File: config.mk
export PLATFORM = sky130hd
export DESIGN_NAME = voice_allocator
export DESIGN_NICKNAME = d
export VERILOG_FILES = /design/src/rtl/synth_voice_pkg.sv /design/src/rtl/voice_slot.sv /design/src/rtl/voice_allocator.sv
export SDC_FILE = /design/constraint.sdc
export NUM_CORES = 1
export LEC_CHECK = 0
export CAP_MARGIN = 40
export CORE_UTILIZATION = 24
export DETAILED_ROUTE_END_ITERATION = 8
export PLACE_DENSITY = 0.52
export SLEW_MARGIN = 20
export SYNTH_ARGS = -nofsm -noshare
export SYNTH_HDL_FRONTEND = slang
export SYNTH_HIERARCHICAL = 1
export SYNTH_SLANG_ARGS = --single-unit
File: constraint.sdc
create_clock -name clk -period 2.35 [get_ports clk]
set_input_delay 0.47 -clock clk [delete_from_list [all_inputs] [get_ports clk]]
set_output_delay 0.47 -clock clk [all_outputs]
set_load 0.03 [all_outputs]
File: src/rtl/synth_voice_pkg.sv
// Shared types and widths for the polyphonic voice allocator and its slots.
package synth_voice_pkg;

  localparam int NOTE_W        = 4;
  localparam int OCT_W         = 3;
  localparam int AGE_W_DEFAULT = 8;

  typedef enum logic [1:0] {
    IDLE,
    SCAN,
    COMMIT
  } alloc_state_t;

  typedef struct packed {
    logic              on;
    logic [NOTE_W-1:0] note;
    logic [OCT_W-1:0]  octave;
  } note_event_t;

endpackage

File: src/rtl/voice_slot.sv
// One voice slot: held gate, latched pitch, saturating age and the trig pulse
// that loads the downstream voice datapath.
module voice_slot
  import synth_voice_pkg::*;
#(
  parameter int AGE_W = AGE_W_DEFAULT
) (
  input  logic              clk,
  input  logic              reset,
  input  logic              load,
  input  logic              retrig,
  input  logic              rel,
  input  logic              age_inc,
  input  logic [NOTE_W-1:0] note_d,
  input  logic [OCT_W-1:0]  octave_d,
  output logic              trig,
  output logic              gate,
  output logic [NOTE_W-1:0] note,
  output logic [OCT_W-1:0]  octave,
  output logic [AGE_W-1:0]  age
);

  always_ff @(posedge clk) begin
    if (!reset) begin
      trig   <= 1'b0;
      gate   <= 1'b0;
      note   <= '0;
      octave <= '0;
      age    <= '0;
    end else begin
      trig <= load | retrig;
      if (load) begin
        gate   <= 1'b1;
        note   <= note_d;
        octave <= octave_d;
        age    <= '0;
      end else if (retrig) begin
        age <= '0;
      end else begin
        // Release keeps pitch and age so the envelope tail stays in tune.
        if (rel) gate <= 1'b0;
        if (age_inc && gate && (age != '1)) age <= age + 1'b1;
      end
    end
  end

endmodule

File: src/rtl/voice_allocator.sv
// Polyphonic voice scheduler: serial scan of the slots, then one commit cycle.
// Define VOICE_STEAL_EN to steal the oldest voice when the bank is full.
module voice_allocator
  import synth_voice_pkg::*;
#(
  parameter int NUM_VOICES = 4,
  parameter int AGE_W      = AGE_W_DEFAULT
) (
  input  logic                              clk,
  input  logic                              reset,
  input  logic                              ev_valid,
  output logic                              ev_ready,
  input  logic                              ev_on,
  input  logic [NOTE_W-1:0]                 ev_note,
  input  logic [OCT_W-1:0]                  ev_octave,
  output logic [NUM_VOICES-1:0]             voice_trig,
  output logic [NUM_VOICES-1:0]             voice_gate,
  output logic [NOTE_W*NUM_VOICES-1:0]      voice_note,
  output logic [OCT_W*NUM_VOICES-1:0]       voice_octave,
  output logic [$clog2(NUM_VOICES+1)-1:0]   active_count,
  output logic                              drop
);

  localparam int IDX_W = $clog2(NUM_VOICES);
  localparam logic [IDX_W-1:0] LAST_IDX = IDX_W'(NUM_VOICES - 1);

  alloc_state_t      state, state_nxt;
  note_event_t       ev_q;
  logic              accept;
  logic [IDX_W-1:0]  scan_idx;

  logic              scan_gate;
  logic [NOTE_W-1:0] scan_note;
  logic [OCT_W-1:0]  scan_oct;
  logic [AGE_W-1:0]  scan_age;

  logic              match_found, free_found, old_found;
  logic [IDX_W-1:0]  match_idx, free_idx;
  logic [AGE_W-1:0]  old_age;
`ifdef VOICE_STEAL_EN
  logic [IDX_W-1:0]  old_idx;
`endif

  logic [NUM_VOICES-1:0] load_v, retrig_v, rel_v;
  logic                  age_inc, drop_d, cnt_up, cnt_dn;
  logic [AGE_W-1:0]      age_s [NUM_VOICES];

  assign ev_ready = reset && (state == IDLE);
  assign accept   = ev_valid && ev_ready;

  always_ff @(posedge clk) begin
    if (!reset) state <= IDLE;
    else        state <= state_nxt;
  end

  always_comb begin
    state_nxt = state;
    case (state)
      IDLE:    if (accept) state_nxt = SCAN;
      SCAN:    if (scan_idx == LAST_IDX) state_nxt = COMMIT;
      COMMIT:  state_nxt = IDLE;
      default: state_nxt = IDLE;
    endcase
  end

  assign scan_gate = voice_gate[scan_idx];
  assign scan_note = voice_note[scan_idx*NOTE_W +: NOTE_W];
  assign scan_oct  = voice_octave[scan_idx*OCT_W +: OCT_W];
  assign scan_age  = age_s[scan_idx];

  always_ff @(posedge clk) begin
    if (!reset) begin
      ev_q        <= '0;
      scan_idx    <= '0;
      match_found <= 1'b0;
      match_idx   <= '0;
      free_found  <= 1'b0;
      free_idx    <= '0;
      old_found   <= 1'b0;
      old_age     <= '0;
`ifdef VOICE_STEAL_EN
      old_idx     <= '0;
`endif
    end else begin
      case (state)
        IDLE: begin
          if (accept) begin
            ev_q.on     <= ev_on;
            ev_q.note   <= ev_note;
            ev_q.octave <= ev_octave;
            scan_idx    <= '0;
            match_found <= 1'b0;
            free_found  <= 1'b0;
            old_found   <= 1'b0;
          end
        end
        SCAN: begin
          scan_idx <= scan_idx + 1'b1;
          if (scan_gate && !match_found &&
              (scan_note == ev_q.note) && (scan_oct == ev_q.octave)) begin
            match_found <= 1'b1;
            match_idx   <= scan_idx;
          end
          if (!scan_gate && !free_found) begin
            free_found <= 1'b1;
            free_idx   <= scan_idx;
          end
          // Strict compare keeps the lowest index on equal ages.
          if (scan_gate && (!old_found || (scan_age > old_age))) begin
            old_found <= 1'b1;
            old_age   <= scan_age;
`ifdef VOICE_STEAL_EN
            old_idx   <= scan_idx;
`endif
          end
        end
        default: ;
      endcase
    end
  end

  always_comb begin
    load_v   = '0;
    retrig_v = '0;
    rel_v    = '0;
    age_inc  = 1'b0;
    drop_d   = 1'b0;
    cnt_up   = 1'b0;
    cnt_dn   = 1'b0;
    if (state == COMMIT) begin
      if (ev_q.on) begin
        if (match_found) begin
          retrig_v[match_idx] = 1'b1;
          age_inc             = 1'b1;
        end else if (free_found) begin
          load_v[free_idx] = 1'b1;
          age_inc          = 1'b1;
          cnt_up           = 1'b1;
        end else if (old_found) begin
`ifdef VOICE_STEAL_EN
          load_v[old_idx] = 1'b1;
          age_inc         = 1'b1;
`else
          drop_d = 1'b1;
`endif
        end
      end else if (match_found) begin
        rel_v[match_idx] = 1'b1;
        cnt_dn           = 1'b1;
      end
    end
  end

  always_ff @(posedge clk) begin
    if (!reset) begin
      active_count <= '0;
      drop         <= 1'b0;
    end else begin
      drop <= drop_d;
      if (cnt_up)      active_count <= active_count + 1'b1;
      else if (cnt_dn) active_count <= active_count - 1'b1;
    end
  end

  for (genvar i = 0; i < NUM_VOICES; i++) begin : g_slot
    voice_slot #(.AGE_W(AGE_W)) u_slot (
      .clk      (clk),
      .reset    (reset),
      .load     (load_v[i]),
      .retrig   (retrig_v[i]),
      .rel      (rel_v[i]),
      .age_inc  (age_inc),
      .note_d   (ev_q.note),
      .octave_d (ev_q.octave),
      .trig     (voice_trig[i]),
      .gate     (voice_gate[i]),
      .note     (voice_note[i*NOTE_W +: NOTE_W]),
      .octave   (voice_octave[i*OCT_W +: OCT_W]),
      .age      (age_s[i])
    );
  end

endmodule

* Word-level counts from Yosys, hierarchy flattened *
Index checks and enable logic that the tools add are counted.

storage, ports and cells
  word-level logic and storage cells = 178
  output and inout port bits = 41
  bits in registers = 99
  bits of input ports = 11

cells by class
  reductions and logical operators = 47
  multipliers = 1
  multiplexer cells = 55
  $add $sub $neg = 7
  magnitude comparators = 7
  shifts and indexed selects = 2
  equality and inequality tests = 18
  bitwise operators = 8

operators with widths
  kind                                                         number
  two-way mux 4 bit                                            9
  adder 8 x 1 -> 8 bit (second input constant)                 4
  != test 8 bit (second input constant)                        4
  two-way mux 1 bit                                            30
  AND reduction 2 bit                                          10
  != test 2 bit (second input constant)                        9
  logical AND 1 bit                                            17
  binary-select mux 8 bit (select 2 bit)                       1
  two-way mux 8 bit                                            2
  indexed part select 16 x 5 -> 4 bit                          1
  nonzero test 2 bit                                           6
  OR reduction 3 bit                                           4
  indexed part select 12 x 5 -> 3 bit                          1
  less-than comparator 2 x 3 -> 1 bit (second input constant)  3
  AND reduction 3 bit                                          3
  > comparator 8 bit                                           1
  case mux 2 bit (2 select lines)                              2
  two-way mux 2 bit                                            3
  two-way mux 3 bit                                            2
  case mux 1 bit (2 select lines)                              3
  OR reduction 5 bit                                           1
  demux 1 bit (select 2 bit)                                   2
  == test 2 bit (second input constant)                        2
  == test 4 bit                                                1
  other kinds (15)                                             24

* Depth between registers and ports, before layout *
  depth in word-level cells = 10
  mapped depth = 8
  gate-level depth less buffers = 8

* Modules after synthesis *
Netlist, hierarchy kept.

by module, submodules not included
  module           cells each  times used  sequential area each (µm²)  area an instance (µm²)
  voice_slot       75          4           340.3                       716.9
  voice_allocator  156         1           460.4                       1,402.6

* Worst setup path before layout *
Ideal clock, no wire load.

  kind = in2reg
  start = input port reset
  end = register ev_q[0] (netlist name)
  buffers on the path = 1
  library setup time = 76 ps
  stages on the path = 5
  data required time = 2,274 ps
  arrival time = 1,947 ps
  path slack = 327 ps
  cell sequence = nor3b_1 -> and2_1 -> clkbuf_1 -> nand2_1 -> a21boi_0

on the way
  word-level cells in the longest chain between the ends = 3

RTL lines
  item                                  line                   text
  from (decl)                           voice_allocator.sv:10  input logic reset,
  logical AND 1 bit                     voice_allocator.sv:48  assign ev_ready = reset && (state == IDLE);
  logical AND 1 bit                     voice_allocator.sv:49  assign accept = ev_valid && ev_ready;
  AND reduction 2 bit (no source line)  -
  to (decl)                             voice_allocator.sv:28  note_event_t ev_q;

Several ways; a longest one is shown, not always the timed one.
A chain may end at the register's enable or synchronous reset.

* Worst setup path in the final report *
  start = register scan_idx[0]
  end = register match_idx[0]

on the way
  word-level cells in the longest chain between the ends = 6
  elaborated cells on any way between the ends = 11
  those cells by class = mul: 1; eq/ne: 2; shift: 2; mux: 2; reduce/logical: 4

RTL lines
  item                                                                               line                    text
  from (decl)                                                                        voice_allocator.sv:30   logic [IDX_W-1:0] scan_idx;
  from (signal assigned)                                                             voice_allocator.sv:98   scan_idx <= scan_idx + 1'b1;
  parallel branches: the longest is 6 deep, another holds multiplier 2 x 2 -> 4 bit  -
  to (signal assigned)                                                               voice_allocator.sv:102  match_idx <= scan_idx;
  to (decl)                                                                          voice_allocator.sv:38   logic [IDX_W-1:0] match_idx, free_idx;

Several ways; the timed one is not identified. The select of a mux whose other input is x is not followed.

==> results.yml <==
route:
  first_pass_iters: 7
  vias: 2043
  drt_iter0_markers: 46
  routedWlPerCell_um: 13.9
  wl_um: 6620
  antenna_left: 0
  drcViolationCount: 0
  drt-vias-per-instance: 4.28
setup_path:
  cp-end-kind: "register"
  r2r_slack_ns: 0.20
  worst_path_max_delay_cell: "mux4_1"
  cpPeakStageDelay_ns: 0.63
  cp_data_required_time_ns: 2.61
  worst_setup_path_start_kind: "register"
  path_cells: "mux4_1, xnor2_1, nand2_1, nor4_4, mux2i_1"
  crit_fanout: 7
  arrival_ns: 2.41
  criticalPathCategory: "register to register"
sta:
  final-setup-viol-count: 0
  post-route-period-util: 0.914
  worst_pin_slew_ns: 0.594
  period_needed_ns: 2.15
  slew_headroom: 0.604
  fin_ws_ns: 0.202
  fmax_mhz: 466
  setup_tns_ns: 0
  whs_ns: 0.486
  rsz0062_at_grt: "false"
  fin_skew_ns: 0.0101
  hold_viol: 0
  maxSlewViolCount: 0
synthesis:
  synth_area_um2: 2710
  synth_nets: 284
  yosys_warnings: 6
  syn_avg_cell_area_um2: 9.98
  syn_inst: 271
global_routing:
  antenna_found_initial: 0
  overflow: 0
  grt_pass1_wl_um: 10800
  grt.total_usage: 0.123
  grt_start_max_net_pins: 62
  grt_pass1_vias: 2072
die:
  die_h_um: 108
  die_w_um: 108
  coreArea_um2: 10900
  row_count: 38
  start_util: 0.248
  die_area_um2: 11700
  io_pins: 52
placed_design:
  post_dp_cell_area_um2: 3420
  hpwlAfterDp_um: 4600
  post-place-ws_ns: 0.179
  io_buffers: 51
  gp_congestion: 0.726
status:
  status: "completed"
pwr:
  vdd_drop_max_mv: 0.265
  powerDensity_nw_per_um2: 622
  leakagePower_nw: 1.22
clock_tree:
  tritoncts: "done"
  cts_root_buf: "clkbuf_8"
  insertion_delay_ns: 0.34
  cts_resized: 0
  clkSinkCount: 59
  path_clk_slew_ns: 0.07
  htreeDepth: 3
  cts_setup_buffers: 0
  cts_buffer_depth: 2
  cts_buffers: 9
  cts_hold_buf: 0
finish:
  diodes: 0
  fillers: 1126
  area_delta_synth_final_pct: 35.2
  final_cell_area_um2: 3660
  mostFrequentLayoutCells: "59 x dfxtp_1, 50 x clkdlybuf4s50_1, 40 x nor2b_1"
  drive_gt1_frac: 0.113
  fin_nets: 345
  finalCoreUtilization: 0.336
  final_common_cell: "dfxtp_1"
worst_hold_path:
  hp-class: "register to register"
flow_run:
  max_cap_viol_count: 0
==> worst max-delay path, delay by kind of cell (launching register included) <==
kind	cells	cell delay (ns)
mux	2	0.84
flops	1	0.57
simple gates	2	0.51
xor+xnor	1	0.15
==> report_power, final <==
group	leakage (nW)	internal (mW)	switching (mW)
sequential	0.476	1.01	0.0203
combinational	0.621	0.0595	0.0557
clock	0.123	0.730	0.399
total	1.22	1.80	0.475
==> per-layer routing <==
layer,part of all wire,GRT usage,wire [µm]
met1,0.48,0.156,3160
met2,0.47,0.201,3080
met3,0.048,0.0404,316
met4,0.0088,0.0294,58
met5,0,0,0
==> layout make-up <==
| cell class | instances | area, µm² | share of cell area |
|---|---|---|---|
| sequential | 59 | 1180 | 0.323 |
| timing repair buffer | 65 | 613 | 0.168 |
| clock buffer | 11 | 141 | 0.0386 |
| tap | 140 | 175 | 0.0479 |
| multi-input combinational | 195 | 1440 | 0.394 |
| inverter | 2 | 7.51 | 0.00205 |
| clock inverter | 5 | 100 | 0.0274 |
==> registers in the layout (all words and copies together) (netlist names), 3 cells and up <==
register	count
g_slot.u_slot/trig	4
g_slot.u_slot/gate	4
g_slot.u_slot/octave	12
g_slot.u_slot/note	16
ev_q	8
active_count	3
==> final timing paths <==
kind               start            to  cells past startpoint
max          scan_idx[0]  match_idx[0]                      5
min            old_found          drop                      2
max reg2reg  scan_idx[0]  match_idx[0]                      5
min reg2reg    old_found          drop                      2
==> stage by stage <==
stage	power [mW]	cells
3_3_place_gp	1.17	461
2_1_floorplan	1.12	271
4_1_cts	2.31	477
6_report	2.28	477
3_5_place_dp	1.17	461
5_1_grt	2.37	477
(Power assumes the default switching activity.)
